**src/rtl/scan_sel_gen_if.sv**
```systemverilog
`default_nettype none
// ---------------------------------------------------------------------------
// scan_sel_gen_if : control/status bundle between a sweep controller and scan_sel_gen
// Revision 1.0
// ---------------------------------------------------------------------------
interface scan_sel_gen_if #(
  parameter int DWELL_W = 8
);
  logic               start;
  logic               stop;
  logic               dir;
  logic               one_shot;
  logic [DWELL_W-1:0] dwell;
  logic [7:0]         mask;
  logic [2:0]         sel;
  logic               en;
  logic               busy;
  logic               done;

  modport master (
    output start, stop, dir, one_shot, dwell, mask,
    input  sel, en, busy, done
  );

  modport slave (
    input  start, stop, dir, one_shot, dwell, mask,
    output sel, en, busy, done
  );
endinterface
`default_nettype wire

```
**src/rtl/scan_sel_gen.sv**
```systemverilog
`default_nettype none
// ---------------------------------------------------------------------------
// scan_sel_gen : masked, directional 3-to-8 decoder select sequencer with dwell
// Revision 1.0
// ---------------------------------------------------------------------------
module scan_sel_gen #(
  parameter int DWELL_W = 8
) (
  input  wire logic      clk,
  input  wire logic      rst,
  scan_sel_gen_if.slave  bus_io
);

  typedef enum logic [1:0] {
    S_IDLE = 2'd0,
    S_RUN  = 2'd1,
    S_FIN  = 2'd2
  } state_t;

  state_t             state_q;
  logic               dir_q;
  logic               one_shot_q;
  logic [DWELL_W-1:0] dwell_q;
  logic [7:0]         mask_q;
  logic [DWELL_W-1:0] cnt_q;
  logic [2:0]         sel_q;
  logic               en_q;
  logic               busy_q;
  logic               done_q;

  logic [2:0]         w_run_idx;
  logic               w_run_wrap;
  logic [2:0]         w_first_idx;

  // Nearest set bit strictly after cur (offset 1..8) in direction d; offset 8 is cur itself.
  function automatic logic [2:0] scan_next(input logic [7:0] m, input logic [2:0] cur,
                                           input logic d);
    logic [2:0] idx;
    logic [2:0] cand;
    idx = cur;
    for (int k = 8; k >= 1; k--) begin
      cand = d ? (cur - 3'(k)) : (cur + 3'(k));
      if (m[cand]) idx = cand;
    end
    return idx;
  endfunction

  always_comb begin
    w_run_idx   = scan_next(mask_q, sel_q, dir_q);
    w_run_wrap  = dir_q ? (w_run_idx >= sel_q) : (w_run_idx <= sel_q);
    // Searching from just past the opposite end yields the lowest/highest set bit.
    w_first_idx = scan_next(bus_io.mask, bus_io.dir ? 3'd0 : 3'd7, bus_io.dir);
  end

  always_ff @(posedge clk or posedge rst) begin
    if (rst) begin
      state_q    <= S_IDLE;
      dir_q      <= 1'b0;
      one_shot_q <= 1'b0;
      dwell_q    <= '0;
      mask_q     <= '0;
      cnt_q      <= '0;
      sel_q      <= 3'd0;
      en_q       <= 1'b0;
      busy_q     <= 1'b0;
      done_q     <= 1'b0;
    end else begin
      done_q <= 1'b0;
      case (state_q)
        S_IDLE: begin
          if (bus_io.start && !bus_io.stop && (bus_io.mask != 8'd0)) begin
            dir_q      <= bus_io.dir;
            one_shot_q <= bus_io.one_shot;
            dwell_q    <= bus_io.dwell;
            mask_q     <= bus_io.mask;
            cnt_q      <= '0;
            sel_q      <= w_first_idx;
            en_q       <= 1'b1;
            busy_q     <= 1'b1;
            state_q    <= S_RUN;
          end
        end
        S_RUN: begin
          if (bus_io.stop) begin
            en_q    <= 1'b0;
            busy_q  <= 1'b0;
            state_q <= S_IDLE;
          end else if (cnt_q == dwell_q) begin
            cnt_q <= '0;
            if (w_run_wrap && one_shot_q) begin
              en_q    <= 1'b0;
              busy_q  <= 1'b0;
              done_q  <= 1'b1;
              state_q <= S_FIN;
            end else begin
              sel_q <= w_run_idx;
            end
          end else begin
            cnt_q <= cnt_q + 1'b1;
          end
        end
        S_FIN:   state_q <= S_IDLE;
        default: state_q <= S_IDLE;
      endcase
    end
  end

  assign bus_io.sel  = sel_q;
  assign bus_io.en   = en_q;
  assign bus_io.busy = busy_q;
  assign bus_io.done = done_q;

endmodule
`default_nettype wire

```
**src/flat_wrapper.sv**
```systemverilog
// flat-port wrapper written by rule: the top's interface ports become plain ports
module scan_sel_gen_flat 
#(
  parameter int DWELL_W = 8
)
  (clk, rst, bus_io_start, bus_io_stop, bus_io_dir, bus_io_one_shot, bus_io_dwell, bus_io_mask, bus_io_sel, bus_io_en, bus_io_busy, bus_io_done);
  scan_sel_gen_if #(.DWELL_W(DWELL_W)) bus_io_i ();
  input  wire logic clk;
  input  wire logic rst;
  input wire logic [$bits(bus_io_i.start)-1:0] bus_io_start;
  input wire logic [$bits(bus_io_i.stop)-1:0] bus_io_stop;
  input wire logic [$bits(bus_io_i.dir)-1:0] bus_io_dir;
  input wire logic [$bits(bus_io_i.one_shot)-1:0] bus_io_one_shot;
  input wire logic [$bits(bus_io_i.dwell)-1:0] bus_io_dwell;
  input wire logic [$bits(bus_io_i.mask)-1:0] bus_io_mask;
  output wire logic [$bits(bus_io_i.sel)-1:0] bus_io_sel;
  output wire logic [$bits(bus_io_i.en)-1:0] bus_io_en;
  output wire logic [$bits(bus_io_i.busy)-1:0] bus_io_busy;
  output wire logic [$bits(bus_io_i.done)-1:0] bus_io_done;
  assign bus_io_i.start = bus_io_start;
  assign bus_io_i.stop = bus_io_stop;
  assign bus_io_i.dir = bus_io_dir;
  assign bus_io_i.one_shot = bus_io_one_shot;
  assign bus_io_i.dwell = bus_io_dwell;
  assign bus_io_i.mask = bus_io_mask;
  assign bus_io_sel = bus_io_i.sel;
  assign bus_io_en = bus_io_i.en;
  assign bus_io_busy = bus_io_i.busy;
  assign bus_io_done = bus_io_i.done;
  scan_sel_gen #(.DWELL_W(DWELL_W)) u_core (.clk(clk), .rst(rst), .bus_io(bus_io_i));
endmodule
```
**config.mk**
```make
export PLATFORM = sky130hd
export DESIGN_NAME = scan_sel_gen_flat
export DESIGN_NICKNAME = d
export VERILOG_FILES = /design/src/rtl/scan_sel_gen_if.sv /design/src/rtl/scan_sel_gen.sv /design/src/flat_wrapper.sv
export SDC_FILE = /design/constraint.sdc
export NUM_CORES = 1
export LEC_CHECK = 0
export ABC_CLOCK_PERIOD_IN_PS = 13350
export CORE_ASPECT_RATIO = 1.4
export CORE_MARGIN = 10
export CORE_UTILIZATION = 60
export DETAILED_ROUTE_END_ITERATION = 10
export DONT_BUFFER_PORTS = 1
export HOLD_SLACK_MARGIN = 0.03
export PLACE_DENSITY = 0.8
export SETUP_SLACK_MARGIN = 0.05
export SLEW_MARGIN = 10
export SYNTH_ARGS = -nofsm -noshare
export SYNTH_HDL_FRONTEND = slang
export SYNTH_SLANG_ARGS = --single-unit
```
**constraint.sdc**
```tcl
create_clock -name clk -period 13.35 [get_ports clk]
set_input_delay 2.0025 -clock clk [delete_from_list [all_inputs] [get_ports clk]]
set_output_delay 2.0025 -clock clk [all_outputs]
set_load 0.01 [all_outputs]
```
### After elaboration in Yosys (flattened, before gate mapping)

Index checks and enable logic that the tools add are counted.

| word-level totals | value |
|---|---|
| memory bits (read-only) | 0 |
| bits in writable memories | 0 |
| bits in registers | 33 |
| word-level logic and storage cells | 155 |
| bits in latches | 0 |
| memories | 0 |

| cells by class | value |
|---|---|
| reduce and logical (&&, ||, !) cells | 12 |
| bitwise logic cells | 0 |
| add/sub/neg operators | 29 |
| equal/unequal tests | 8 |
| muxes and demuxes | 81 |
| shift operators | 0 |
| divide/modulo/power cells | 0 |
| magnitude comparators | 16 |
| multipliers | 0 |

Operator list:

| cell | count |
|---|---|
| two-way mux 3 bit | 33 |
| < comparator 3 x 4 -> 1 bit, second input constant | 14 |
| binary-select mux 1 bit (select 3 bit) | 14 |
| adder 3 bit, second input constant | 8 |
| two-way mux 8 bit | 3 |
| subtractor 3 bit, second input constant | 8 |
| two-way mux 1 bit | 23 |
| case mux 8 bit (2 select lines) | 1 |
| adder 3 x 2 -> 3 bit, second input constant | 4 |
| subtractor 3 x 2 -> 3 bit, second input constant | 4 |
| adder 8 x 1 -> 8 bit, second input constant | 1 |
| equality test 8 bit | 1 |
| two-way mux 2 bit | 4 |
| nonzero test 8 bit | 1 |
| adder 3 x 1 -> 3 bit, second input constant | 2 |
| != test 3 x 2 -> 1 bit, second input constant | 2 |
| case mux 3 bit (2 select lines) | 1 |
| AND reduction 3 bit | 2 |
| subtractor 3 x 1 -> 3 bit, second input constant | 2 |
| AND reduction 5 bit | 1 |
| != test 2 x 1 -> 1 bit, second input constant | 2 |
| != test 2 bit, second input constant | 2 |
| case mux 2 bit (2 select lines) | 1 |
| AND reduction 4 bit | 1 |
| 9 further kinds | 11 |

### Longest topological paths before layout

| depth | value |
|---|---|
| word-level depth | 18 |
| mapped depth | 17 |

### Least setup slack after synthesis

Ideal clock, no wire load.

| timing path | value |
|---|---|
| kind | register to register |
| start | register u_core.sel_q[1] (netlist: u_core.bus_io.sel[1]) |
| end | register u_core.sel_q[2] (netlist: u_core.bus_io.sel[2]) |
| library setup time | 0.120 ns |
| data arrival time | 4.461 ns |
| data required time | 13.230 ns |
| stages on the path, launching flop included | 18 |
| path slack | 8.768 ns |
| period minus slack after synthesis | 4.582 ns |
| path through | dfrtp_1 -> bufbuf_16 -> inv_1 -> fa_1 -> buf_2 -> mux4_1 -> mux2i_1 -> o211ai_1 -> and4_1 -> o31ai_1 -> inv_1 -> ha_1 -> nor2b_1 -> o21a_1 -> nor4_1 -> nor3_1 -> or4b_1 -> o211a_1 |

| on the way | value |
|---|---|
| word-level cells in the longest chain between the ends | 16 |
| elaborated cells on any way between the ends | 52 |

Ends and longest elaborated chain:

| item | RTL line | text |
|---|---|---|
| start: declaration | scan_sel_gen.sv:26 | `logic [2:0] sel_q;` |
| start signal: assignment | scan_sel_gen.sv:77 | `sel_q <= w_first_idx;` |
| start signal: assignment | scan_sel_gen.sv:96 | `sel_q <= w_run_idx;` |
| adder 3 bit / subtractor 3 bit (equally long branches) | scan_sel_gen.sv:42 | `cand = d ? (cur - 3'(k)) : (cur + 3'(k));` |
| two-way mux 3 bit | scan_sel_gen.sv:42 |  |
| binary-select mux 1 bit (select 3 bit) | scan_sel_gen.sv:43 | `if (m[cand]) idx = cand;` |
| two-way mux 1 bit (not written as such) | scan_sel_gen.sv:43 |  |
| two-way mux 3 bit (7 in a row) | scan_sel_gen.sv:43 |  |
| <= comparator 3 bit / greater-or-equal comparator 3 bit (equally long branches) | scan_sel_gen.sv:50 | `w_run_wrap = dir_q ? (w_run_idx >= sel_q) : (w_run_idx <= sel_q);` |
| two-way mux 1 bit | scan_sel_gen.sv:50 |  |
| logical AND 1 bit | scan_sel_gen.sv:90 | `if (w_run_wrap && one_shot_q) begin` |
| != test 2 bit (no line) | - |  |
| AND reduction 5 bit (no line) | - |  |

Parallel ways exist; a longest one is shown, timed or not. The select of a mux whose other input is x is not followed.
A chain may end at the register's enable or synchronous reset.

### Worst setup path in the final report

| timing path | value |
|---|---|
| start | register u_core.sel_q[0] (netlist: u_core.bus_io.sel[0]) |
| end | register u_core.sel_q[2] (netlist: u_core.bus_io.sel[2]) |

Same word-level chain as after synthesis.

==> flow_summary.ini <==
[routing]
viasPerCell = 6.49
drt_pass1_iterations = 4
wl_mm = 5.33
post_drt_wl_per_cell_um = 18.3
vias = 1895
drtIter0Drc = 123
drc = 0
ant_nets = 0

[yosys]
postSynthCellCount = 249
synth_edf_count = 0
synth_seq_cells = 33
synth.distinct_cells = 63
async_flop_share_pct = 100
synth_top_area_cell = dfrtp_1
synth_ff_type = dfrtp_1
yosys_warnings = 0
synth_top_area_share_pct = 32.4
syn_area_sq_um = 2550
seq_area_frac_synth_pct = 32.4
synthTopCellsByArea = dfrtp_1 32%, mux2_2 7.1%, mux4_2 4.4%, o21ai_0 4.1%, mux2i_1 3.1%
syn-num-nets = 279
synth_area_per_cell_sq_um = 10.3

[power]
peakVddDrop_mv = 0.155
powerDensity_nw_per_um2 = 261
leakagePower_nw = 1.15
p_total_uw = 683

[die]
rows = 28
fp.dieW_um = 75.1
dieArea_sq_um = 7300
die-height_um = 97.2
ios = 28
coreArea_sq_um = 4170
start_util_pct = 61.2

[timing]
fmax_ghz = 0.190
tns_ps = 0
whs_ps = 509
rsz0062_at_grt = no
skew_ps = 11.8
finalCritPeriodShare_pct = 39.4
worst_slew_pin_slew_ps = 863
setup_viol = 0
hold_viol = 0
maxSlewViolCount = 0
period_needed_ps = 5260
worst_slew_margin_rel_pct = 42.5

[final_layout]
mostFrequentLayoutCells = 33 x dfrtp_1, 21 x o21ai_0, 18 x nor2_1, 18 x nand2_1
fill_cells = 342
multi_input_area_sq_um = 1570
antenna_cells = 0
utilization_pct = 62.8
area_growth_pct = 2.50
layout_commonest_cell = dfrtp_1
regArea_sq_um = 826
layout.nets = 277
drive_gt1_share_pct = 17.4

[cts]
cts_setup_buffers = 0
ctsHoldBuffers = 0
path_clk_slew_ps = 70
clkLatencyLatePin_ps = 280
cts_max_level = 2
clockRootBuffer = clkbuf_8
clockBufferDepth = 2
tritoncts = yes
cts_sinks = 33
cts_buffers = 5
cts-resized-gates = 0

[outcome]
outcome = finished, final reports clean

[flow_run]
cap_violations = 0

[critical_path]
timing.rr.end = u_core.bus_io.sel[2]
reg2regPathDepth = 15
crit_arrival_ps = 5440
cp.required_ps = 13530
rr_startpoint = u_core.bus_io.sel[0]
critPathLaunchType = flip-flop
crit_fanout = 12
worst-r2r-setup-slack_ps = 8090
end_kind = flip-flop
critPathKind = reg -> reg

[grt]
grt_pass1_wl_mm = 9.33
grt_max_degree = 34
grt.total_usage_pct = 15.9
antenna_found_initial = 0
grt_pass1_vias = 2014
grt_overflow = 0

[min_path]
hold_path_end = u_core.one_shot_q
hold_class = reg -> reg
hold_path_depth = 1
hold_start = u_core.one_shot_q

[place]
hpwlAfterDp_mm = 4.19
place.gp.congestion = 0.875
port_buffers = 0
-- critical path: stages (launching register included) --
cell and delay [ps]:
dfrtp_1 730, inv_1 270, fa_1 770, mux4_1 670
mux2i_1 270, o211ai_1 110, and4_1 230, o31ai_1 330
inv_1 80, ha_1 280, nor2b_1 130, o21a_1 180
nor4_1 350, nor3_1 100, or4b_1 530, o211a_1 120
-- synth_stat cells, drive strengths merged, types with 4 or more instances --
cell,number
nor2b,5
o21ai,21
nand2,18
mux4,8
mux2,17
buf,5
mux2i,9
clkbuf,5
and3,5
nand2b,4
ha,6
xnor2,9
o21a,4
nor2,18
inv,16
a21oi,7
dfrtp,33
-- cells by family after synthesis --
| family | Yosys count | synth area share [%] |
|---|---|---|
| xor gates and xnor gates | 13 | 7.16 |
| adders and majority gates | 8 | 4.51 |
| DFF | 33 | 32.4 |
| buffers and inverters | 27 | 6.03 |
| and+or+nand+nor | 74 | 15.1 |
| AOI/OAI and AO/OA | 60 | 16.0 |
| muxes | 34 | 18.8 |
-- metal layers --
metal  part of all wire [%]  vias to the layer above  global-route usage, %
li1                       -                      913                      -
met5                      0                        -                      0
met1                     37                      920                   16.2
met4                    2.5                        0                   6.14
met3                    4.5                       16                   4.70
met2                     56                       46                   28.6
-- sequential cells by signal (all words and copies together), names as in the netlist --
signal / cells
u_core.bus_io.done: 1
u_core.bus_io.en: 1
u_core.bus_io.sel: 3
u_core.cnt_q: 8
u_core.dir_q: 1
u_core.dwell_q: 8
u_core.mask_q: 8
u_core.one_shot_q: 1
u_core.state_q: 2
-- worst max path at each step --
stage,start,to,cells past startpoint
2_1_floorplan,u_core.bus_io.sel[1],u_core.bus_io.sel[2],17
3_3_place_gp,u_core.bus_io.sel[0],u_core.bus_io.sel[2],15
3_5_place_dp,u_core.bus_io.sel[0],u_core.bus_io.sel[2],15
4_1_cts,u_core.bus_io.sel[0],u_core.bus_io.sel[2],15
5_1_grt,u_core.bus_io.sel[0],u_core.bus_io.sel[2],15
6_report,u_core.bus_io.sel[0],u_core.bus_io.sel[2],15
-- where the power goes --
group,internal (mW),switching [mW],total [mW],leakage (nW)
clock,0.0408,0.0319,0.0727,0.0443
combinational,0.232,0.224,0.456,0.691
sequential,0.119,0.0354,0.155,0.411
total,0.392,0.291,0.683,1.15
-- per-stage QoR --
step	cells	setup WS (ps)	instance area, sq um
final	292	8090	2620
after CTS	292	8070	2620
after global routing	292	7660	2620
after floorplan	249	8770	2550
after detailed placement	285	8090	2530
after global placement	285	8270	2530
-- area by class of cell --
type                    instances  share of cell area (%)
clock buffers                   7                    3.30
repair buffers                  2                   0.574
well taps                      45                    2.15
flip-flops and latches         33                    31.6
inverters                      16                    2.30
multi-input cells             189                    60.1
Power figures use the tool's default switching activity.
